===== src/rtl/regfile_wb_arbiter_pkg.sv =====
// Shared types and sizing for the register-file writeback arbiter and its scoreboard.
package rf_pkg;

    localparam int REGISTER_WIDTH   = 64;
    localparam int REGISTERNO_WIDTH = 5;
    localparam int NUM_REGS         = 32;

    typedef logic [REGISTERNO_WIDTH-1:0] regno_t;
    typedef logic [REGISTER_WIDTH-1:0]   reg_value_t;

    typedef enum logic { WB_ALU, WB_MEM } wb_src_e;

    typedef enum logic [1:0] { ST_RUN, ST_DRAIN, ST_DONE } drain_state_e;

endpackage


===== src/rtl/regfile_wb_arbiter_if.sv =====
// Writeback, issue, hazard-query, register-file and drain signals of the arbiter.
interface regfile_wb_arbiter_if;
    import rf_pkg::*;

    logic       alu_valid;
    regno_t     alu_rd;
    reg_value_t alu_value;
    logic       alu_ready;

    logic       mem_valid;
    regno_t     mem_rd;
    reg_value_t mem_value;
    logic       mem_ready;

    logic       issue_valid;
    regno_t     issue_rd;
    logic       issue_ready;

    regno_t     query_rs1;
    regno_t     query_rs2;
    logic       rs1_busy;
    logic       rs2_busy;

    logic       wr_enable;
    regno_t     wr_regno;
    reg_value_t wr_value;

    logic       drain_req;
    logic       drain_done;

    // Arbiter side.
    modport slave (
        input  alu_valid, alu_rd, alu_value,
        output alu_ready,
        input  mem_valid, mem_rd, mem_value,
        output mem_ready,
        input  issue_valid, issue_rd,
        output issue_ready,
        input  query_rs1, query_rs2,
        output rs1_busy, rs2_busy,
        output wr_enable, wr_regno, wr_value,
        input  drain_req,
        output drain_done
    );

    // Pipeline / environment side.
    modport master (
        output alu_valid, alu_rd, alu_value,
        input  alu_ready,
        output mem_valid, mem_rd, mem_value,
        input  mem_ready,
        output issue_valid, issue_rd,
        input  issue_ready,
        output query_rs1, query_rs2,
        input  rs1_busy, rs2_busy,
        input  wr_enable, wr_regno, wr_value,
        output drain_req,
        input  drain_done
    );

endinterface


===== src/rtl/rf_scoreboard.sv =====
// Pending-write bit per architectural register; x0 never pends, and a set beats a clear.
module rf_scoreboard
    import rf_pkg::*;
(
    input  logic   clk,
    input  logic   reset,
    input  logic   set_en_i,
    input  regno_t set_idx_i,
    input  logic   clr_en_i,
    input  regno_t clr_idx_i,
    input  regno_t rs1_idx_i,
    input  regno_t rs2_idx_i,
    input  regno_t issue_idx_i,
    output logic   rs1_busy_o,
    output logic   rs2_busy_o,
    output logic   issue_busy_o,
    output logic   any_pending_o
);

    logic [NUM_REGS-1:0] pending_q;
    logic [NUM_REGS-1:0] pending_d;

    always_comb begin
        // NOTE: every always_comb output gets a default first so no path can infer a latch.
        pending_d = pending_q;
        if (clr_en_i) pending_d[clr_idx_i] = 1'b0;
        if (set_en_i) pending_d[set_idx_i] = 1'b1;
        pending_d[0] = 1'b0;
    end

    // NOTE: the pending vector is plain flops, so it takes the async reset like any other state.
    always_ff @(posedge clk or negedge reset) begin
        // NOTE: sequential state uses non-blocking assignments only.
        if (!reset) pending_q <= '0;
        else        pending_q <= pending_d;
    end

    assign rs1_busy_o    = (rs1_idx_i   != '0) && pending_q[rs1_idx_i];
    assign rs2_busy_o    = (rs2_idx_i   != '0) && pending_q[rs2_idx_i];
    assign issue_busy_o  = (issue_idx_i != '0) && pending_q[issue_idx_i];
    assign any_pending_o = |pending_q;

endmodule


===== src/rtl/regfile_wb_arbiter.sv =====
// Round-robin owner of the register-file write port, with hazard scoreboard and drain sequencer.
module regfile_wb_arbiter
    import rf_pkg::*;
(
    input  logic               clk,
    input  logic               reset,
    regfile_wb_arbiter_if.slave bus
);

    wb_src_e      rr_last_q, rr_last_d;
    drain_state_e state_q, state_d;
    logic         wr_enable_q, wr_enable_d;
    regno_t       wr_regno_q, wr_regno_d;
    reg_value_t   wr_value_q, wr_value_d;

    logic       grant_alu, grant_mem, grant;
    regno_t     grant_rd;
    reg_value_t grant_value;
    logic       issue_busy, any_pending, issue_ready, set_en, quiet;

    // On a tie the source that did not win last time is granted.
    always_comb begin
        grant_alu   = bus.alu_valid && (!bus.mem_valid || rr_last_q == WB_MEM);
        grant_mem   = bus.mem_valid && !grant_alu;
        grant       = grant_alu || grant_mem;
        grant_rd    = grant_mem ? bus.mem_rd    : bus.alu_rd;
        grant_value = grant_mem ? bus.mem_value : bus.alu_value;

        rr_last_d = rr_last_q;
        if (grant_alu)      rr_last_d = WB_ALU;
        else if (grant_mem) rr_last_d = WB_MEM;

        wr_enable_d = grant && (grant_rd != '0);
        wr_regno_d  = grant ? grant_rd    : wr_regno_q;
        wr_value_d  = grant ? grant_value : wr_value_q;
    end

    always_comb begin
        state_d     = state_q;
        quiet       = !any_pending && !wr_enable_q && !bus.alu_valid && !bus.mem_valid;
        issue_ready = (state_q == ST_RUN) && !issue_busy;
        unique case (state_q)
            ST_RUN:   if (bus.drain_req) state_d = ST_DRAIN;
            ST_DRAIN: begin
                if (!bus.drain_req) state_d = ST_RUN;
                else if (quiet)     state_d = ST_DONE;
            end
            ST_DONE:  if (!bus.drain_req) state_d = ST_RUN;
            default:  state_d = ST_RUN;
        endcase
    end

    assign set_en = bus.issue_valid && issue_ready && (bus.issue_rd != '0);

    always_ff @(posedge clk or negedge reset) begin
        if (!reset) begin
            rr_last_q   <= WB_MEM;
            state_q     <= ST_RUN;
            wr_enable_q <= 1'b0;
            wr_regno_q  <= '0;
            wr_value_q  <= '0;
        end else begin
            rr_last_q   <= rr_last_d;
            state_q     <= state_d;
            wr_enable_q <= wr_enable_d;
            wr_regno_q  <= wr_regno_d;
            wr_value_q  <= wr_value_d;
        end
    end

    rf_scoreboard u_scoreboard (
        .clk           (clk),
        .reset         (reset),
        .set_en_i      (set_en),
        .set_idx_i     (bus.issue_rd),
        .clr_en_i      (wr_enable_q),
        .clr_idx_i     (wr_regno_q),
        .rs1_idx_i     (bus.query_rs1),
        .rs2_idx_i     (bus.query_rs2),
        .issue_idx_i   (bus.issue_rd),
        .rs1_busy_o    (bus.rs1_busy),
        .rs2_busy_o    (bus.rs2_busy),
        .issue_busy_o  (issue_busy),
        .any_pending_o (any_pending)
    );

    assign bus.alu_ready   = grant_alu;
    assign bus.mem_ready   = grant_mem;
    assign bus.issue_ready = issue_ready;
    assign bus.wr_enable   = wr_enable_q;
    assign bus.wr_regno    = wr_regno_q;
    assign bus.wr_value    = wr_value_q;
    assign bus.drain_done  = (state_q == ST_DONE);

endmodule


===== src/flat_wrapper.sv =====
// flat-port wrapper written by rule: the top's interface ports become plain ports
module regfile_wb_arbiter_flat import rf_pkg::*;
  (clk, reset, bus_alu_valid, bus_alu_rd, bus_alu_value, bus_alu_ready, bus_mem_valid, bus_mem_rd, bus_mem_value, bus_mem_ready, bus_issue_valid, bus_issue_rd, bus_issue_ready, bus_query_rs1, bus_query_rs2, bus_rs1_busy, bus_rs2_busy, bus_wr_enable, bus_wr_regno, bus_wr_value, bus_drain_req, bus_drain_done);
  regfile_wb_arbiter_if bus_i ();
  input  logic clk;
  input  logic reset;
  input wire logic [$bits(bus_i.alu_valid)-1:0] bus_alu_valid;
  input wire logic [$bits(bus_i.alu_rd)-1:0] bus_alu_rd;
  input wire logic [$bits(bus_i.alu_value)-1:0] bus_alu_value;
  output wire logic [$bits(bus_i.alu_ready)-1:0] bus_alu_ready;
  input wire logic [$bits(bus_i.mem_valid)-1:0] bus_mem_valid;
  input wire logic [$bits(bus_i.mem_rd)-1:0] bus_mem_rd;
  input wire logic [$bits(bus_i.mem_value)-1:0] bus_mem_value;
  output wire logic [$bits(bus_i.mem_ready)-1:0] bus_mem_ready;
  input wire logic [$bits(bus_i.issue_valid)-1:0] bus_issue_valid;
  input wire logic [$bits(bus_i.issue_rd)-1:0] bus_issue_rd;
  output wire logic [$bits(bus_i.issue_ready)-1:0] bus_issue_ready;
  input wire logic [$bits(bus_i.query_rs1)-1:0] bus_query_rs1;
  input wire logic [$bits(bus_i.query_rs2)-1:0] bus_query_rs2;
  output wire logic [$bits(bus_i.rs1_busy)-1:0] bus_rs1_busy;
  output wire logic [$bits(bus_i.rs2_busy)-1:0] bus_rs2_busy;
  output wire logic [$bits(bus_i.wr_enable)-1:0] bus_wr_enable;
  output wire logic [$bits(bus_i.wr_regno)-1:0] bus_wr_regno;
  output wire logic [$bits(bus_i.wr_value)-1:0] bus_wr_value;
  input wire logic [$bits(bus_i.drain_req)-1:0] bus_drain_req;
  output wire logic [$bits(bus_i.drain_done)-1:0] bus_drain_done;
  assign bus_i.alu_valid = bus_alu_valid;
  assign bus_i.alu_rd = bus_alu_rd;
  assign bus_i.alu_value = bus_alu_value;
  assign bus_alu_ready = bus_i.alu_ready;
  assign bus_i.mem_valid = bus_mem_valid;
  assign bus_i.mem_rd = bus_mem_rd;
  assign bus_i.mem_value = bus_mem_value;
  assign bus_mem_ready = bus_i.mem_ready;
  assign bus_i.issue_valid = bus_issue_valid;
  assign bus_i.issue_rd = bus_issue_rd;
  assign bus_issue_ready = bus_i.issue_ready;
  assign bus_i.query_rs1 = bus_query_rs1;
  assign bus_i.query_rs2 = bus_query_rs2;
  assign bus_rs1_busy = bus_i.rs1_busy;
  assign bus_rs2_busy = bus_i.rs2_busy;
  assign bus_wr_enable = bus_i.wr_enable;
  assign bus_wr_regno = bus_i.wr_regno;
  assign bus_wr_value = bus_i.wr_value;
  assign bus_i.drain_req = bus_drain_req;
  assign bus_drain_done = bus_i.drain_done;
  regfile_wb_arbiter u_core (.clk(clk), .reset(reset), .bus(bus_i));
endmodule

===== config.mk =====
export PLATFORM = sky130hd
export DESIGN_NAME = regfile_wb_arbiter_flat
export DESIGN_NICKNAME = d
export VERILOG_FILES = /design/src/rtl/regfile_wb_arbiter_pkg.sv /design/src/rtl/regfile_wb_arbiter_if.sv /design/src/rtl/rf_scoreboard.sv /design/src/rtl/regfile_wb_arbiter.sv /design/src/flat_wrapper.sv
export SDC_FILE = /design/constraint.sdc
export NUM_CORES = 1
export LEC_CHECK = 0
export BUFFER_PORTS_ARGS = -buffer_cell sky130_fd_sc_hd__buf_2
export CORE_UTILIZATION = 38
export CTS_CLUSTER_DIAMETER = 60
export DETAILED_ROUTE_END_ITERATION = 8
export HOLD_SLACK_MARGIN = 0.02
export PLACE_DENSITY = 0.66
export SLEW_MARGIN = 15
export SYNTH_ARGS = -nofsm -noshare
export SYNTH_HDL_FRONTEND = slang
export SYNTH_SLANG_ARGS = --single-unit

===== constraint.sdc =====
create_clock -name clk -period 3.42 [get_ports clk]
set_input_delay 0.342 -clock clk [delete_from_list [all_inputs] [get_ports clk]]
set_output_delay 0.342 -clock clk [all_outputs]
set_load 0.005 [all_outputs]

* Yosys cells after proc, flatten, opt, wreduce, memory -nomap -nowiden
Index checks and enable logic that the tools add are counted.
** Operators by class
- Add/sub/neg operators :: 0
- $mul :: 0
- Div/mod/pow operators :: 0
- $lt $le $gt $ge :: 6
- Equality and inequality tests :: 5
- Shift-type cells :: 0
- Muxes and demuxes :: 21
- Bitwise operators :: 3
- Reductions and logical operators :: 30
** Operator list (count)
- 32-bit two-way mux :: 2
- 64-bit two-way mux :: 1
- 32-bit bitwise AND :: 1
- 32-bit inverter :: 1
- 32-bit bitwise OR :: 1
- 31-bit OR reduction :: 1
- 5-bit by 6-bit less-than comparator with 1-bit output (second input constant) :: 4
- 5-bit nonzero test :: 4
- 1-bit binary-select mux with 5-bit select :: 3
- 1-bit logical AND :: 14
- 1-bit demux with 5-bit select :: 2
- 5-bit by 1-bit >= comparator with 1-bit output (second input constant) :: 2
- 2-bit two-way mux :: 4
- 1-bit two-way mux :: 7
- 1-bit zero test :: 6
- 2-bit one-hot mux with 3 select lines :: 1
- 5-bit two-way mux :: 1
- 2-bit inequality test (second input constant) :: 2
- 3-bit by 2-bit inequality test with 1-bit output (second input constant) :: 1
- 3-bit AND reduction :: 1
- 2-bit by 1-bit == test with 1-bit output (second input constant) :: 1
- 2-bit == test (second input constant) :: 1
- 2-bit zero test :: 1
- 1-bit logical OR :: 2
- 2-bit nonzero test :: 1
** Storage, ports and cells
- Register bits after elaboration :: 104
- Bits in latches :: 0
- Memory bits (writable) :: 0
- Memory bits (read-only) :: 0
- Input port bits :: 159
- Memories kept :: 0

* Depth between registers and ports, before layout
- Depth after elaboration :: 9
- Depth in mapped cells :: 7
- Depth with buffers taken out :: 5

* By module
A second synthesis with hierarchy kept.
** Second synthesis, totals
- Cells, all modules :: 606
- Area, all modules :: 6102.1 um^2
** Modules (own cells, without submodules)
- regfile_wb_arbiter :: instances 1, cells an instance 402, area an instance 3913.8 um^2, seq. area each 1828.0 um^2
- rf_scoreboard :: instances 1, cells an instance 204, area an instance 2188.3 um^2, seq. area each 775.7 um^2

* Least setup slack after synthesis
Ideal clock, no wire load.
- Path kind :: input to output
- Start :: input port bus_issue_rd[0]
- End :: output port bus_issue_ready
- Arrival :: 1736 ps
- Data required time :: 3078 ps
- Slack :: 1342 ps
- Stages :: 5
- Buffers on the path :: 1
- Cells stage by stage :: buf_6 mux4_2 a211oi_4 nand2_4 a211oi_1
** Between the ends
- Word-level cells in the longest chain between the ends :: 5
- Elaborated cells between the ends (all ways) :: 6
- Classes of those cells :: mux: 2; reduce/logical: 4
** RTL lines
- start: declaration :: RTL line flat_wrapper.sv:16 : input wire logic [$bits(bus_i.issue_rd)-1:0] bus_issue_rd;
- 1-bit binary-select mux with 5-bit select :: RTL line rf_scoreboard.sv:40 : assign issue_busy_o = (issue_idx_i != '0) && pending_q[issue_idx_i];
- 1-bit two-way mux (not written as such) :: RTL line rf_scoreboard.sv:40
- 1-bit logical AND (*) :: RTL line rf_scoreboard.sv:40
- 1-bit zero test (*) :: RTL line regfile_wb_arbiter.sv:41 : issue_ready = (state_q == ST_RUN) && !issue_busy;
- 1-bit logical AND (*) :: RTL line regfile_wb_arbiter.sv:41
- end: declaration :: RTL line flat_wrapper.sv:17 : output wire logic [$bits(bus_i.issue_ready)-1:0] bus_issue_ready;
Every way passes the cells marked *; elsewhere a longest branch is shown, timed or not. The select of a mux whose other input is x is not followed.

* Worst setup path in the final report
- Start :: register u_core.u_scoreboard.pending_q[27]
- End :: output port bus_issue_ready
** Between the ends
- Word-level cells in the longest chain between the ends :: 5
** RTL lines
- start: declaration :: RTL line rf_scoreboard.sv:20 : logic [NUM_REGS-1:0] pending_q;
- start signal: assignment :: RTL line rf_scoreboard.sv:35 : else pending_q <= pending_d;
- 1-bit binary-select mux with 5-bit select :: RTL line rf_scoreboard.sv:40
- 1-bit two-way mux (not written as such) :: RTL line rf_scoreboard.sv:40
- 1-bit logical AND :: RTL line rf_scoreboard.sv:40
- 1-bit zero test :: RTL line regfile_wb_arbiter.sv:41
- 1-bit logical AND :: RTL line regfile_wb_arbiter.sv:41
No other way between the ends. The select of a mux whose other input is x is not followed.

==> out/summary.txt <==
status = finished, final reports clean
Starting Density = 39.5%
synthesized instance count = 585
worst ir drop on vdd = 0.233 mV
post-synthesis register bit count = 104
ys async rst share = 100%
die footprint = 15100 sq um
Mapped Area = 5540 sq um
placed cell areas = 6790 sq um
Seq/Total Area, Yosys = 47.0%
vias in the first global route = 5172
first drt pass iteration count = 4
Slew HR = 35.7%
pins over their slew limit = 0
Chip Height = 123 um
Pwr Density = 582 nW/um^2
area of the multi-input gates = 2740 sq um
DRT Wirelength = 17.7 mm
number of setup violations in the final report = 0
All-Layer GR Usage = 24.1%
Setup Crit Path Kind = flip-flop to output port
Layout Nets = 950
antenna cells = 0
clock slew at reported path FFs = 0.07 ns
area delta synth->final = 28.4%
WL per Instance = 18.1 um
Clk Latency, worst-skew pair = 0.35 ns
H-tree level count = 3
DRC viols = 0
Iter 0 DRT Violations = 287
critical-path maximum fanout = 17
Final Cell Area = 7120 sq um
Worst-Margin Slew = 0.963 ns
gpl congestion = 0.905
Mapped Nets = 744
Final Cycle Share = 82.6%
Vias/cell = 5.46
Post-synth EDFFs = 0
final core utilization = 50.7%
Ys Warns = 0
unrepaired setup endpoints after global routing = false
Die Wd = 123 um
Vias = 5326
Final Hold Vio Count = 0
largest net degree at the start of global routing = 66
Mapped Avg Cell Area = 9.48 sq um
CTS tree = done
hold_ws = 0.211 ns
CP endpoint kind = output port
total power draw = 0.00414 W
R2R setup slack = 1.23 ns
setup TNS = 0 ns
final clock skew = 0.00842 ns
critical path data arrival time = 2.48 ns
DP Wirelength = 13.4 mm
max cap viols = 0
fin crit period = 2.82 ns
storage element area = 2600 sq um
share of cells above drive strength 1 = 38.7%
CP required = 3.08 ns
initial antenna violation count = 0
startpoint types = flip-flop
fill count = 1366
Hold Path Class = primary input to flip-flop
DRT antenna net count = 0
ys flop type = dfrtp_1
GRT overflow = 0
PortBufs = 234
Clock Sink Count = 104
number of cell rows = 43
core area = 14000 sq um
Synth cell types = 46
Static Leak = 3.18 nW
root buf cell = clkbuf_16
Num CTS Buffers = 9
fmax = 354 MHz
first-pass GRT wire length = 27.4 mm
IO Pins = 235
buffer depth of the longest clock path = 2
==> critical path, stage by stage (launching register included) <==
cell,delay [ns]
dfrtp_1,0.42
mux4_2,0.51
a211oi_4,0.43
nand2_4,0.24
a211oi_1,0.35
buf_2,0.17
==> kinds of logic after synthesis <==
| logic type | after synthesis | synth area share [%] |
|---|---|---|
| AO/OA/AOI/OAI | 141 | 16.6 |
| flip-flops | 104 | 47.0 |
| multiplexers | 40 | 12.1 |
| buffers and inverters | 49 | 3.77 |
| AND/OR/NAND/NOR | 251 | 20.6 |
==> report_power, final <==
group	internal, W	total (W)	leakage [nW]	switching (W)
combinational	0.000605	0.00117	1.85	0.000564
clock	0.000583	0.00108	0.147	0.000500
sequential	0.00152	0.00189	1.18	0.000373
total	0.00270	0.00414	3.18	0.00144
==> metrics by stage <==
step	worst slack [ns]	cells
final	0.596	976
after global routing	0.452	976
after CTS	0.598	976
after detailed placement	0.641	959
after global placement	0.640	959
after floorplan	1.34	585
==> layer usage <==
layer	vias up	part of all wire, %	track usage, %
li1	2543	-	-
met1	2543	40	30.1
met2	221	52	40.9
met3	19	6.8	5.30
met4	0	1.6	8.61
met5	-	0	0
==> path summary, 6_finish.rpt <==
path	start	end	cells after the start
worst max-delay path	u_core.u_scoreboard.pending_q[27]$_DFF_PN0_	bus_issue_ready	5
worst min-delay path	bus_drain_req	u_core.state_q[1]$_DFFE_PN0P_	2
worst max register to register	u_core.rr_last_q$_DFFE_PN1P_	u_core.bus.wr_value[0]$_DFFE_PN0P_	5
worst min register to register	u_core.rr_last_q$_DFFE_PN1P_	u_core.rr_last_q$_DFFE_PN1P_	2
max in group asynchronous	reset	u_core.rr_last_q$_DFFE_PN1P_	3
min in group asynchronous	reset	u_core.state_q[1]$_DFFE_PN0P_	2
==> state kept, by name, indices dropped and copies added (netlist names) <==
register	flops
u_core.bus.wr_enable	1
u_core.bus.wr_regno	5
u_core.bus.wr_value	64
u_core.rr_last_q	1
u_core.state_q	2
u_core.u_scoreboard.pending_q	31
==> repair_timing <==
item / in CTS / in global routing
hold buffers: 1 / 0
hold endpoints to repair: 36 / 0
setup buffers: 0 / 0
endpoints found under the setup margin: 0 / 0
gates resized for setup: 0 / 0
==> synth_stat cells, types with 3 or more instances <==
library cell	instances	area, sq um
nand3_1	13	65.1
clkbuf_1	35	131
nor2_1	146	548
and3b_1	3	26.3
o21ai_1	5	25.0
buf_6	3	33.8
dfrtp_1	103	2580
mux4_1	3	78.8
o22ai_1	70	438
nand2_1	38	143
nand4_1	10	62.6
buf_1	5	18.8
nand2b_1	3	18.8
o31ai_1	4	30.0
mux4_2	17	383
inv_1	4	15.0
or4_1	4	30.0
nor4_1	6	37.5
nand3b_1	7	52.6
nor3b_1	4	30.0
mux2_2	6	67.6
o21ai_2	20	175
o21ai_0	32	160
mux2i_1	12	120
==> layout make-up <==
type                       count  share of cell area (%)
multi-input combinational    432                    38.4
sequential                   104                    36.6
timing repair buffer         240                    17.2
clock buffer                   9                    3.16
tap                          180                    3.16
clock inverter                 7                    1.27
inverter                       4                   0.211
==> layout by cell type (no fill, tap or decap), types with 4 or more instances in the layout <==
cell       instances
nand3_1           13
or4_1              4
inv_1              4
buf_2            233
o21ai_2           20
mux2i_1           12
nand2_1           36
o22ai_1           70
nand4_1           10
o21ai_1            5
nor3b_1            4
mux2_2             6
buf_4              6
nand3b_1           7
nor2_1           146
nor4_1             6
clkbuf_16          9
mux4_2            17
dfrtp_1          103
o31ai_1            4
o21ai_0           32
(Power assumes the default switching activity.)
